<file path="config.mk">
export PLATFORM = sky130hd
export DESIGN_NAME = note_judge_flat
export DESIGN_NICKNAME = d
export VERILOG_FILES = /design/src/rtl/gh_pkg.sv /design/src/rtl/note_judge_if.sv /design/src/rtl/btn_edge.sv /design/src/rtl/note_judge.sv /design/src/flat_wrapper.sv
export SDC_FILE = /design/constraint.sdc
export NUM_CORES = 1
export LEC_CHECK = 0
export CORE_ASPECT_RATIO = 1.75
export CORE_MARGIN = 3
export CORE_UTILIZATION = 45
export CTS_BUF_LIST = sky130_fd_sc_hd__clkbuf_4 sky130_fd_sc_hd__clkbuf_8
export DETAILED_ROUTE_END_ITERATION = 10
export PLACE_DENSITY = 0.68
export SYNTH_ARGS = -nofsm -noshare
export SYNTH_HDL_FRONTEND = slang
export SYNTH_HIERARCHICAL = 1
export SYNTH_SLANG_ARGS = --single-unit
</file>
<file path="constraint.sdc">
create_clock -name gameclk -period 3.2 [get_ports gameclk]
set_input_delay 0.8 -clock gameclk [delete_from_list [all_inputs] [get_ports gameclk]]
set_output_delay 0.8 -clock gameclk [all_outputs]
set_load 0.005 [all_outputs]
</file>
<file path="src/rtl/gh_pkg.sv">
// rtl/gh_pkg.sv - shared grade encodings, point values, screen limit, FSM states and saturating add
package gh_pkg;

  localparam logic [1:0] GRADE_NONE    = 2'd0;
  localparam logic [1:0] GRADE_GOOD    = 2'd1;
  localparam logic [1:0] GRADE_PERFECT = 2'd2;
  localparam logic [1:0] GRADE_MISS    = 2'd3;

  localparam logic [15:0] PTS_PERFECT = 16'd3;
  localparam logic [15:0] PTS_GOOD    = 16'd1;

  // Last visible pixel row of the playfield.
  localparam int unsigned SCREEN = 479;

  typedef enum logic [1:0] {
    ST_WAIT,
    ST_ZONE,
    ST_DONE
  } state_t;

  function automatic logic [15:0] sat_add16(input logic [15:0] a, input logic [15:0] b);
    logic [16:0] sum;
    sum = {1'b0, a} + {1'b0, b};
    return sum[16] ? 16'hFFFF : sum[15:0];
  endfunction

endpackage

</file>
<file path="src/rtl/note_judge_if.sv">
// rtl/note_judge_if.sv - note tracker / fret button inputs and judgement outputs of the note judge
interface note_judge_if;
  logic [9:0]  i_yhigh;
  logic        i_btn;
  logic        o_hit;
  logic        o_miss;
  logic [1:0]  o_grade;
  logic [15:0] o_score;
  logic [7:0]  o_combo;

  modport master (
    output i_yhigh, i_btn,
    input  o_hit, o_miss, o_grade, o_score, o_combo
  );

  modport slave (
    input  i_yhigh, i_btn,
    output o_hit, o_miss, o_grade, o_score, o_combo
  );
endinterface

</file>
<file path="src/rtl/btn_edge.sv">
// rtl/btn_edge.sv - two-flop synchronizer plus registered rising-edge detector for the fret button
module btn_edge (
  input  logic gameclk,
  input  logic in_reset,
  input  logic i_raw,
  output logic o_press
);
  logic sync1_q, sync2_q, prev_q, press_q;

  // Synchronize the raw button, then emit a one-cycle registered pulse on each rise.
  always_ff @(posedge gameclk or negedge in_reset) begin
    if (!in_reset) begin
      sync1_q <= 1'b0;
      sync2_q <= 1'b0;
      prev_q  <= 1'b0;
      press_q <= 1'b0;
    end else begin
      sync1_q <= i_raw;
      sync2_q <= sync1_q;
      prev_q  <= sync2_q;
      press_q <= sync2_q & ~prev_q;
    end
  end

  assign o_press = press_q;
endmodule

</file>
<file path="src/rtl/note_judge.sv">
// rtl/note_judge.sv - note judge: hit-window FSM, grading, score and combo (option: NOTE_JUDGE_COMBO_MULT_EN)
module note_judge
  import gh_pkg::*;
#(
  parameter int unsigned ZONE_Y      = 420,
  parameter int unsigned GOOD_TOL    = 24,
  parameter int unsigned PERFECT_TOL = 8
) (
  input logic         gameclk,
  input logic         in_reset,
  note_judge_if.slave bus
);
  // A window that would extend past the bottom of the screen still closes at the screen edge.
  localparam int unsigned EXIT_Y = ((ZONE_Y + GOOD_TOL) < SCREEN) ? (ZONE_Y + GOOD_TOL) : SCREEN;

  logic        press;
  state_t      state_q, state_d;
  logic [9:0]  yprev_q;
  logic        hit_q, hit_d, miss_q, miss_d;
  logic [1:0]  grade_q, grade_d;
  logic [15:0] score_q, score_d;
  logic [7:0]  combo_q, combo_d;

  logic [10:0] y_ext, d;
  logic        wrap, in_win, past_win, is_perfect;
  logic        judge_hit, judge_miss;
  logic [15:0] base_pts, hit_pts;

  btn_edge u_btn_edge (
    .gameclk (gameclk),
    .in_reset(in_reset),
    .i_raw   (bus.i_btn),
    .o_press (press)
  );

  // Distance to the strike line and the window / new-note qualifiers for this sample.
  always_comb begin
    y_ext      = {1'b0, bus.i_yhigh};
    d          = (y_ext >= 11'(ZONE_Y)) ? (y_ext - 11'(ZONE_Y)) : (11'(ZONE_Y) - y_ext);
    wrap       = bus.i_yhigh < yprev_q;
    in_win     = d <= 11'(GOOD_TOL);
    past_win   = y_ext > 11'(EXIT_Y);
    is_perfect = d <= 11'(PERFECT_TOL);
    base_pts   = is_perfect ? PTS_PERFECT : PTS_GOOD;
  end

`ifdef NOTE_JUDGE_COMBO_MULT_EN
  logic [15:0] mult;

  // Hit points scale with the combo held before this hit: 1 + combo/8, capped at 4.
  always_comb begin
    mult = 16'd4;
    if (combo_q[7:5] == 3'd0 && combo_q[4:3] != 2'b11) begin
      mult = 16'({1'b0, combo_q[4:3]} + 3'd1);
    end
    hit_pts = base_pts * mult;
  end
`else
  assign hit_pts = base_pts;
`endif

  // Judgement FSM: one verdict per note, then wait for the note to wrap back to the top.
  always_comb begin
    state_d    = state_q;
    judge_hit  = 1'b0;
    judge_miss = 1'b0;
    hit_d      = 1'b0;
    miss_d     = 1'b0;
    grade_d    = grade_q;
    score_d    = score_q;
    combo_d    = combo_q;
    case (state_q)
      ST_WAIT: begin
        if (in_win) state_d = ST_ZONE;
      end
      ST_ZONE: begin
        if (wrap) begin
          judge_miss = 1'b1;
          state_d    = ST_WAIT;
        end else if (press) begin
          judge_hit  = in_win;
          judge_miss = ~in_win;
          state_d    = ST_DONE;
        end else if (past_win) begin
          judge_miss = 1'b1;
          state_d    = ST_DONE;
        end
      end
      ST_DONE: begin
        if (wrap) state_d = ST_WAIT;
      end
      default: state_d = ST_WAIT;
    endcase
    if (judge_hit) begin
      hit_d   = 1'b1;
      grade_d = is_perfect ? GRADE_PERFECT : GRADE_GOOD;
      score_d = sat_add16(score_q, hit_pts);
      combo_d = (combo_q == 8'hFF) ? combo_q : combo_q + 8'd1;
    end
    if (judge_miss) begin
      miss_d  = 1'b1;
      grade_d = GRADE_MISS;
      combo_d = 8'd0;
    end
  end

  // State, outputs and previous-position register; reset drops any pending note silently.
  always_ff @(posedge gameclk or negedge in_reset) begin
    if (!in_reset) begin
      state_q <= ST_WAIT;
      yprev_q <= '0;
      hit_q   <= 1'b0;
      miss_q  <= 1'b0;
      grade_q <= GRADE_NONE;
      score_q <= '0;
      combo_q <= '0;
    end else begin
      state_q <= state_d;
      yprev_q <= bus.i_yhigh;
      hit_q   <= hit_d;
      miss_q  <= miss_d;
      grade_q <= grade_d;
      score_q <= score_d;
      combo_q <= combo_d;
    end
  end

  assign bus.o_hit   = hit_q;
  assign bus.o_miss  = miss_q;
  assign bus.o_grade = grade_q;
  assign bus.o_score = score_q;
  assign bus.o_combo = combo_q;
endmodule

</file>
<file path="src/flat_wrapper.sv">
// flat-port wrapper written by rule: the top's interface ports become plain ports
module note_judge_flat import gh_pkg::*;
#(
  parameter int unsigned ZONE_Y      = 420,
  parameter int unsigned GOOD_TOL    = 24,
  parameter int unsigned PERFECT_TOL = 8
)
  (gameclk, in_reset, bus_i_yhigh, bus_i_btn, bus_o_hit, bus_o_miss, bus_o_grade, bus_o_score, bus_o_combo);
  note_judge_if bus_i ();
  input logic gameclk;
  input logic in_reset;
  input wire logic [$bits(bus_i.i_yhigh)-1:0] bus_i_yhigh;
  input wire logic [$bits(bus_i.i_btn)-1:0] bus_i_btn;
  output wire logic [$bits(bus_i.o_hit)-1:0] bus_o_hit;
  output wire logic [$bits(bus_i.o_miss)-1:0] bus_o_miss;
  output wire logic [$bits(bus_i.o_grade)-1:0] bus_o_grade;
  output wire logic [$bits(bus_i.o_score)-1:0] bus_o_score;
  output wire logic [$bits(bus_i.o_combo)-1:0] bus_o_combo;
  assign bus_i.i_yhigh = bus_i_yhigh;
  assign bus_i.i_btn = bus_i_btn;
  assign bus_o_hit = bus_i.o_hit;
  assign bus_o_miss = bus_i.o_miss;
  assign bus_o_grade = bus_i.o_grade;
  assign bus_o_score = bus_i.o_score;
  assign bus_o_combo = bus_i.o_combo;
  note_judge #(.ZONE_Y(ZONE_Y), .GOOD_TOL(GOOD_TOL), .PERFECT_TOL(PERFECT_TOL)) u_core (.gameclk(gameclk), .in_reset(in_reset), .bus(bus_i));
endmodule
</file>
==> summary by stage, run 1 <==
Status
The run finished, with violations left. The final reports fail on negative setup slack.

Setup path
The worst setup path is captured at a flip-flop. The signal on the critical path passes through buf_8, clkinv_8, buf_4, ha_4, nand3b_1, buf_4, nor4_4, a311oi_2, a211oi_2, and3_4, and3_4, fa_2, nand3_2, or3_4, or3_4, o21ai_2, nand2_1, a22oi_2. The cell depth of the worst setup path is 18.

The biggest cell delay along the critical path is approximately 0.41 ns. Data on the critical path arrives at its endpoint at roughly 4.0 ns. The startpoint of the worst register-to-register path is u_core/yprev_q[5].

Among cell families on the critical path, the largest total delay comes from simple AND/OR/NAND/NOR gates. The critical path endpoint is u_core/bus.o_score[9]. The critical path contains buffers and inverters numbering 4 combined.

The setup check on the worst reg-to-reg path leaves a slack of between 0.5 and 0.6 ns. The number of cells on the worst reg-to-reg path is 10. The critical-path maximum fanout is 5. The launch point of the critical path is bus_i_yhigh[3].

The largest individual stage delay along the critical path comes from the cell sky130_fd_sc_hd__or3_4. For the worst setup path, the data required time is between 3 and 4 ns. The terminus of the critical flop-to-flop path is u_core/bus.o_score[6]. The worst setup path is launched from an input pin.

The critical path is of the input pin to flip-flop type.

Yosys
The share of the Yosys chip area taken by registers is about two fifths. The post-synthesis instance area is 2710 um2. In the synthesized netlist the dominant register cell turns out to be sky130_fd_sc_hd__dfrtp_1. The number of enable-type register cells in the synthesized netlist is 0. A synthesized cell averages between 9 and 10 um2. The Yosys step of the flow raised 6 warnings. The post-synthesis cell count is 280. In this run, synthesis produced a sequential element count of 44. The share of async-settable or async-resettable flops after synthesis is 100%. After synthesis, the largest area contributor takes up between 40% and 50% of total cell area.

After synthesis, the netlist uses 65 different library cells. The biggest area consumer among synthesized cells is sky130_fd_sc_hd__dfrtp_1. Sorting the synthesized cells by area gives the leading types as sky130_fd_sc_hd__dfrtp_1 41%, sky130_fd_sc_hd__ha_1 6.9%, sky130_fd_sc_hd__nand2_1 4.3%, sky130_fd_sc_hd__a21oi_1 3.0%, sky130_fd_sc_hd__inv_1 2.9%. Synthesis produced a netlist with a net count of slightly above 300.

Power and ir drop
The total power divided by cell area is approximately 320 nW/um2. The worst-case IR drop observed on VDD is 0.261 mV. The design draws between 1000 and 1500 uW. The analysis attributes to cell leakage a power of around 0.0018 uW.

Timing
In this run the tightest slew margin relative to its limit is 32.8%. Counting I/O delays and the setup requirement, the final critical path takes roughly 3.8 ns. Timing would allow up to between 200 and 300 MHz. The final worst-path setup slack is -0.603 ns. Summed over all failing endpoints, the final setup total negative slack is -8.93 ns.

Hold is met by around 0.35 ns. The final-report hold violation count is 0. The number of max-slew violations in the final report is 0.

Setup repair after global routing could not meet its margin everywhere. The worst clock skew is between 0.008 and 0.009 ns. At the pin with the least slew margin, the transition time is around 1 ns. Setup violations remaining at the end of the flow were counted as 16. Of the available clock period, the critical path in the final layout requires 119%.

GRT
For this run the aggregate overflow at the end of global routing stands at 0. The number of global-route vias before repair is 2700. The number of antenna violations at the first check in global routing is 0. Entering global routing, the biggest net connects 45 pins. For this run, the total global-route usage over all layers was measured as between 20% and 30%.

The first global-routing pass estimated about 12000 um of wire.

Layout
After the last flow step, the layout net total stands at 424. At the end of the flow the core is filled with cells to ~72%. The number of antenna diodes in the final layout is 0. The total area of multi-input combinational cells is 1750 um2.

The area growth from synthesis to layout is 51.8%. In the layout the commonest cells are 67 x sky130_fd_sc_hd__buf_4, 44 x sky130_fd_sc_hd__dfrtp_1, 29 x sky130_fd_sc_hd__clkdlybuf4s50_1, 29 x sky130_fd_sc_hd__nand2_1, 19 x sky130_fd_sc_hd__inv_1. After filler insertion, the fill cell instance count of the layout stands at roughly 440.

Across the whole layout, storage elements account for approximately 1100 um2. The most common cell after layout, fill and taps aside is sky130_fd_sc_hd__buf_4. The final cell count without fillers is roughly 470. In the final layout, the share of cells above drive strength 1 is approximately two fifths.

CTS
The clock root buffer is sky130_fd_sc_hd__clkbuf_8. The clock net sink count is between 40 and 50. The depth of the CTS H-tree is 2. The total clock buffers created by CTS is 5. The post-CTS clock slew at the launch and capture registers of the worst setup and hold paths is 0.09 ns. The clock insertion delay at the later pin of the skew report is 0.30 ns. The clock tree buffer depth is 2.

TritonCTS built the clock tree.

Floorplanning
In this run the horizontal extent of the chip is 64.7 um. The number of top-level pins is between 40 and 50. The floorplan has 36 rows.

The die extent in y is between 100 and 150 um. Once the floorplan was initialized, standard cells occupied between 40% and 50% of the core. The area of the die is between 7000 and 8000 um2. The floorplan step defined a core boundary enclosing roughly 5700 um2.

Routing
The final layout contains routed wiring with a total length of roughly 7800 um. The final antenna-violating net count is 0. The routed layout has ~2600 vias. The DRC violations left is 0. The DRC violation total after the first TritonRoute iteration is 122. The wire length per cell after detailed routing is approximately 17 um.

The number of vias per cell is roughly 5.5. The total iterations of the first detailed-routing run is 4.

Min path
The worst hold path depth is 0. The min-delay analysis places its worst path in the category flip-flop to flip-flop.

Placed design
Buffers placed on the I/O ports in this run total 40. The HPWL after detailed placement is roughly 5300 um. The global placer's final weighted congestion is about 0.91. The placed instance count is around 450.

Job
Across the run, the number of max-cap violations was 0.
## worst min path at each step
stage,from,end
5_1_grt,u_core/u_btn_edge/sync1_q,u_core/u_btn_edge/sync2_q
4_1_cts,u_core/u_btn_edge/sync1_q,u_core/u_btn_edge/sync2_q
3_3_place_gp,u_core/u_btn_edge/sync1_q,u_core/u_btn_edge/sync2_q
6_report,u_core/u_btn_edge/sync1_q,u_core/u_btn_edge/sync2_q
2_1_floorplan,u_core/u_btn_edge/sync1_q,u_core/u_btn_edge/sync2_q
3_5_place_dp,u_core/u_btn_edge/sync1_q,u_core/u_btn_edge/sync2_q
## timing repair
item                                    CTS  global route
gates cloned                              1             0
pin swaps                                19            19
endpoints found under the setup margin   26            24
hold buffers                              0             0
setup buffers                             8             8
gates resized for setup                  58            25
## worst register-to-register path, stage by stage, from the launching register on
cell	delay, ns
sky130_fd_sc_hd__dfrtp_1	0.33
sky130_fd_sc_hd__inv_1	0.04
sky130_fd_sc_hd__ha_1	0.29
sky130_fd_sc_hd__o21a_1	0.15
sky130_fd_sc_hd__o211ai_1	0.08
sky130_fd_sc_hd__o21a_1	0.23
sky130_fd_sc_hd__nor4_2	0.40
sky130_fd_sc_hd__nand4_4	0.30
sky130_fd_sc_hd__buf_4	0.27
sky130_fd_sc_hd__or3_1	0.36
sky130_fd_sc_hd__a21oi_1	0.15
## final cells by class
type,count,area share (%)
inverters,22,2.31
flip-flops and latches,44,26.8
multi-input cells,209,42.6
clock buffers,6,2.01
repair buffers,113,23.1
clock inverters,2,0.943
well taps,76,2.31
## registers in the layout (all words and copies together), names as in the netlist
signal                     flops
u_core/u_btn_edge/o_press      1
u_core/yprev_q                10
u_core/bus.o_miss              1
u_core/u_btn_edge/prev_q       1
u_core/bus.o_hit               1
u_core/bus.o_combo             8
u_core/bus.o_grade             2
u_core/u_btn_edge/sync2_q      1
u_core/bus.o_score            16
u_core/state_q                 2
u_core/u_btn_edge/sync1_q      1
## through the flow
stage,instance area (um2),setup WS [ns]
after global placement,3680,-1.48
after floorplan,2810,-0.817
final,4110,-0.603
after CTS,3990,-0.573
after global routing,4110,-0.801
after detailed placement,3680,-1.55
## power by group
part | leakage [uW] | total (uW) | internal [uW] | switching [uW]
combinational | 0.00116 | 260 | 131 | 129
sequential | 0.000562 | 582 | 571 | 10.4
clock | 0.0000614 | 467 | 256 | 211
total | 0.00179 | 1310 | 958 | 350
## per-layer routing
layer / vias up / wire, um / track usage (%)
li1: 1247 / - / -
met1: 1265 / 3090 / 24.7
met2: 58 / 4240 / 40.8
met3: 25 / 186 / 3.51
met4: 0 / 330 / 12.1
met5: - / 0 / 0
## kinds of logic after synthesis
group	after synthesis	synth area share, %
DFF	44	40.6
xor gates and xnor gates	1	0.323
muxes	12	4.99
and+or+nand+nor	112	23.6
buffers and inverters	28	4.29
AOI/OAI and AO/OA	67	18.5
adders and majority gates	16	7.66
## Yosys cell counts, types with 3 or more instances
cell type,number
sky130_fd_sc_hd__a2bb2oi_1,3
sky130_fd_sc_hd__a31oi_1,3
sky130_fd_sc_hd__a31o_2,3
sky130_fd_sc_hd__nor3b_1,3
sky130_fd_sc_hd__nor2b_1,6
sky130_fd_sc_hd__or3_1,5
sky130_fd_sc_hd__dfrtp_1,44
sky130_fd_sc_hd__nor2_1,19
sky130_fd_sc_hd__nand2_1,31
sky130_fd_sc_hd__a21oi_1,16
sky130_fd_sc_hd__o21ai_0,10
sky130_fd_sc_hd__inv_1,21
sky130_fd_sc_hd__a22o_1,3
sky130_fd_sc_hd__o21a_1,3
sky130_fd_sc_hd__and3_1,4
sky130_fd_sc_hd__nor3_1,7
sky130_fd_sc_hd__ha_1,15
sky130_fd_sc_hd__nand4_1,4
sky130_fd_sc_hd__a211oi_1,3
sky130_fd_sc_hd__and2_1,4
sky130_fd_sc_hd__mux2i_1,3
sky130_fd_sc_hd__clkbuf_1,4
sky130_fd_sc_hd__nand3_1,8
sky130_fd_sc_hd__mux2_2,4
sky130_fd_sc_hd__nor4_2,3
sky130_fd_sc_hd__mux2_1,4
No activity file was read; power rests on OpenSTA's default activity.
==> inputs of run 2 (changes only) <==
Settings changed: ABC_CLOCK_PERIOD_IN_PS set to 3200.
==> results of run 2 <==
No change in the layout: final DEF, timing and power equal those of run 1.
==> inputs of run 3 (changes only) <==
Settings changed: SETUP_SLACK_MARGIN set to 0.3.
==> summary by stage, run 3 (synthesis results as in run 1) <==
Setup path
STA classifies the critical path startpoint as an input pin. In this run the register-to-register setup slack is slightly above 0.6 ns. The combined buffer and inverter count along the critical path is 4. The endpoint type of the worst setup path is a flip-flop. The worst path required time is ~3.4 ns.

Data arrives at the worst endpoint at 4.13 ns. The slowest stage of the critical path belongs to the cell sky130_fd_sc_hd__nor4_2. The biggest cell delay along the critical path is ~0.4 ns. The category of the critical setup timing path is input pin to flip-flop.

The category of cells accounting for the largest share of critical-path delay is simple AND/OR/NAND/NOR gates. Of all nets on the critical path, the largest fanout is 4. The critical path goes through buf_12, clkinv_8, ha_4, or3b_4, nand3b_1, buf_4, nor3_4, a221oi_2, buf_4, o311ai_4, and3_4, and3_4, ha_4, a21oi_2, nor2b_1, and2_4, nand4_1, nor4_2, mux2_1.

Routing
Dividing the detail-routed wire length by the instance count gives 17.5 um. For this run, design rule violations remaining after detail routing come to 0. After detailed routing, the total wire length is around 8400 um. The pre-antenna-repair detailed-routing pass consisted of 4 iterations. Across all layers, the routed design uses 2676 vias. The first routing iteration left roughly 130 violations. The final antenna-violating net count is 0. The number of vias per cell is 5.56.

Placed design
The quantity of I/O buffers inserted on ports is 40. The global placer's final weighted congestion is just over 0.9. The HPWL after detailed placement is approximately 5300 um. The placed instance count is between 400 and 500.

The worst slack at placement is -1.55 ns.

Status
The run finished, with violations left. The final reports fail on negative setup slack.

CTS
The H-tree was split into 2 levels. In this run the deepest clock path goes through 2 buffers. The clock root buffer is sky130_fd_sc_hd__clkbuf_8. For this design, the CTS-stage hold fixing added 0 buffers. The clock insertion delay at the later pin of the skew report is about 0.30 ns. The clock net sink count is 44.

The clock tree from TritonCTS is done. The post-CTS clock slew at the launch and capture registers of the worst setup and hold paths is around 0.09 ns. The total clock buffers created by CTS is 5.

Timing
The worst max-slew margin expressed relative to the limit is around a third. The final-report hold violation count is 0. The number of max-slew violations in the final report is 0. The total setup violations reported at the end of the flow is 16. For the final routed database, the setup TNS stands at -9.51 ns. The worst clock skew is 0.00782 ns.

Setup slack on the critical path of the routed design comes to -0.742 ns. The measured slew at the worst slew-check pin is a little over 1 ns. The achievable frequency is ~250 MHz. The period utilization is 123%. The final critical path time including I/O delays and setup is approximately 4 ns. Setup repair after global routing could not meet its margin everywhere. The tightest hold path in the finished design has a slack of between 0.3 and 0.4 ns.

Floorplanning
The total number of placement rows is 36. The initial utilization of the core area, before any placement, comes to 47.4%. The area of the die is about 7000 um2. The die extent in y is about 110 um. The width of the die is roughly 65 um. The core region is 5720 um2. Pin placement for this block handled 41 I/O pins.

Layout
Cells with a size suffix above 1 make up approximately 43% of the layout. The area growth from synthesis to layout is 59.5%. The final antenna diode count is 0. The library cell used most frequently in the layout, excluding fill and tap cells, is sky130_fd_sc_hd__buf_4. In the layout the commonest cells are 66 x sky130_fd_sc_hd__buf_4, 44 x sky130_fd_sc_hd__dfrtp_1, 29 x sky130_fd_sc_hd__clkdlybuf4s50_1, 29 x sky130_fd_sc_hd__nand2_1, 19 x sky130_fd_sc_hd__inv_1. The flip-flop count of the largest register, all copies and words added is 16. The final cell count without fillers is slightly below 500. After the last flow step, the layout net total stands at around 430.

Min path
The class of the most critical hold timing path is flip-flop to flip-flop.

GRT
The number of global-route vias before repair is about 2800. The global-route wire length before repair is about 13000 um. The number of antenna violations at the first check in global routing was 0. For this run the aggregate overflow at the end of global routing stands at 0.

Across every metal layer, demand over resource in global routing totals between 20% and 30%. Entering global routing, the biggest net connects 45 pins.

Power and ir drop
The total power divided by cell area is between 300 and 400 nW/um2. In this run the static leakage power is approximately 0.0019 uW. The worst-case IR drop observed on VDD is 0.261 mV.

Job
The number of max-cap violations is 0.
## run 3: cell types whose count changed in the layout (fill, tap and decap cells not counted), moves of 3 or more
cell                      change
sky130_fd_sc_hd__buf_6       +10
sky130_fd_sc_hd__a21oi_1      -3
sky130_fd_sc_hd__a21oi_2      +3
sky130_fd_sc_hd__mux2_2       -3
sky130_fd_sc_hd__mux2_4       +3
sky130_fd_sc_hd__o21ai_0      -3
## run 3: what timing repair did
action,4_1_cts,5_1_grt
endpoints found under the setup margin,29,26
cloned,1,0
pin swaps,25,27
buffers inserted,11,12
endpoints found under the hold margin,0,0
gates resized for setup,79,42
## run 3: path summary, 6_finish.rpt
path,to,start,cells after the start
min in group asynchronous,u_core/yprev_q[2],in_reset,1
max in group asynchronous,u_core/bus.o_score[9],in_reset,1
min reg2reg,u_core/u_btn_edge/sync2_q,u_core/u_btn_edge/sync1_q,0
min,u_core/u_btn_edge/sync2_q,u_core/u_btn_edge/sync1_q,0
max,u_core/bus.o_score[15],bus_i_yhigh[3],19
max reg2reg,u_core/bus.o_score[6],u_core/yprev_q[5],11
## run 3: area by class of cell
cell class	count	area, um2
fillers	395	1400
flip-flops and latches	44	1100
clock inverters	2	38.8
repair buffers	122	1050
inverters	22	97.6
clock buffers	6	82.6
multi-input cells	209	1850
well taps	76	95.1
## run 3: metal layers
layer	GRT usage (%)	vias up	part of all wire, %
met5	0	-	0
met4	13.8	0	4.6
li1	-	1263	-
met1	25.9	1292	38
met3	3.51	32	3.2
met2	41.4	89	54
## run 3: where the power goes
part	internal [uW]	leakage, uW	switching [uW]
combinational	145	0.00128	141
clock	256	0.0000614	209
sequential	571	0.000562	10.5
total	972	0.00190	361
## run 3: through the flow
step | power, uW | area [um2] | util [%]
global route | 1390 | 4320 | 75.5
floorplan | 701 | 2810 | -
global placement | 823 | 3680 | 64.4
finish | 1330 | 4320 | 75.5
CTS | 1310 | 4080 | 71.4
detailed placement | 827 | 3680 | 64.4
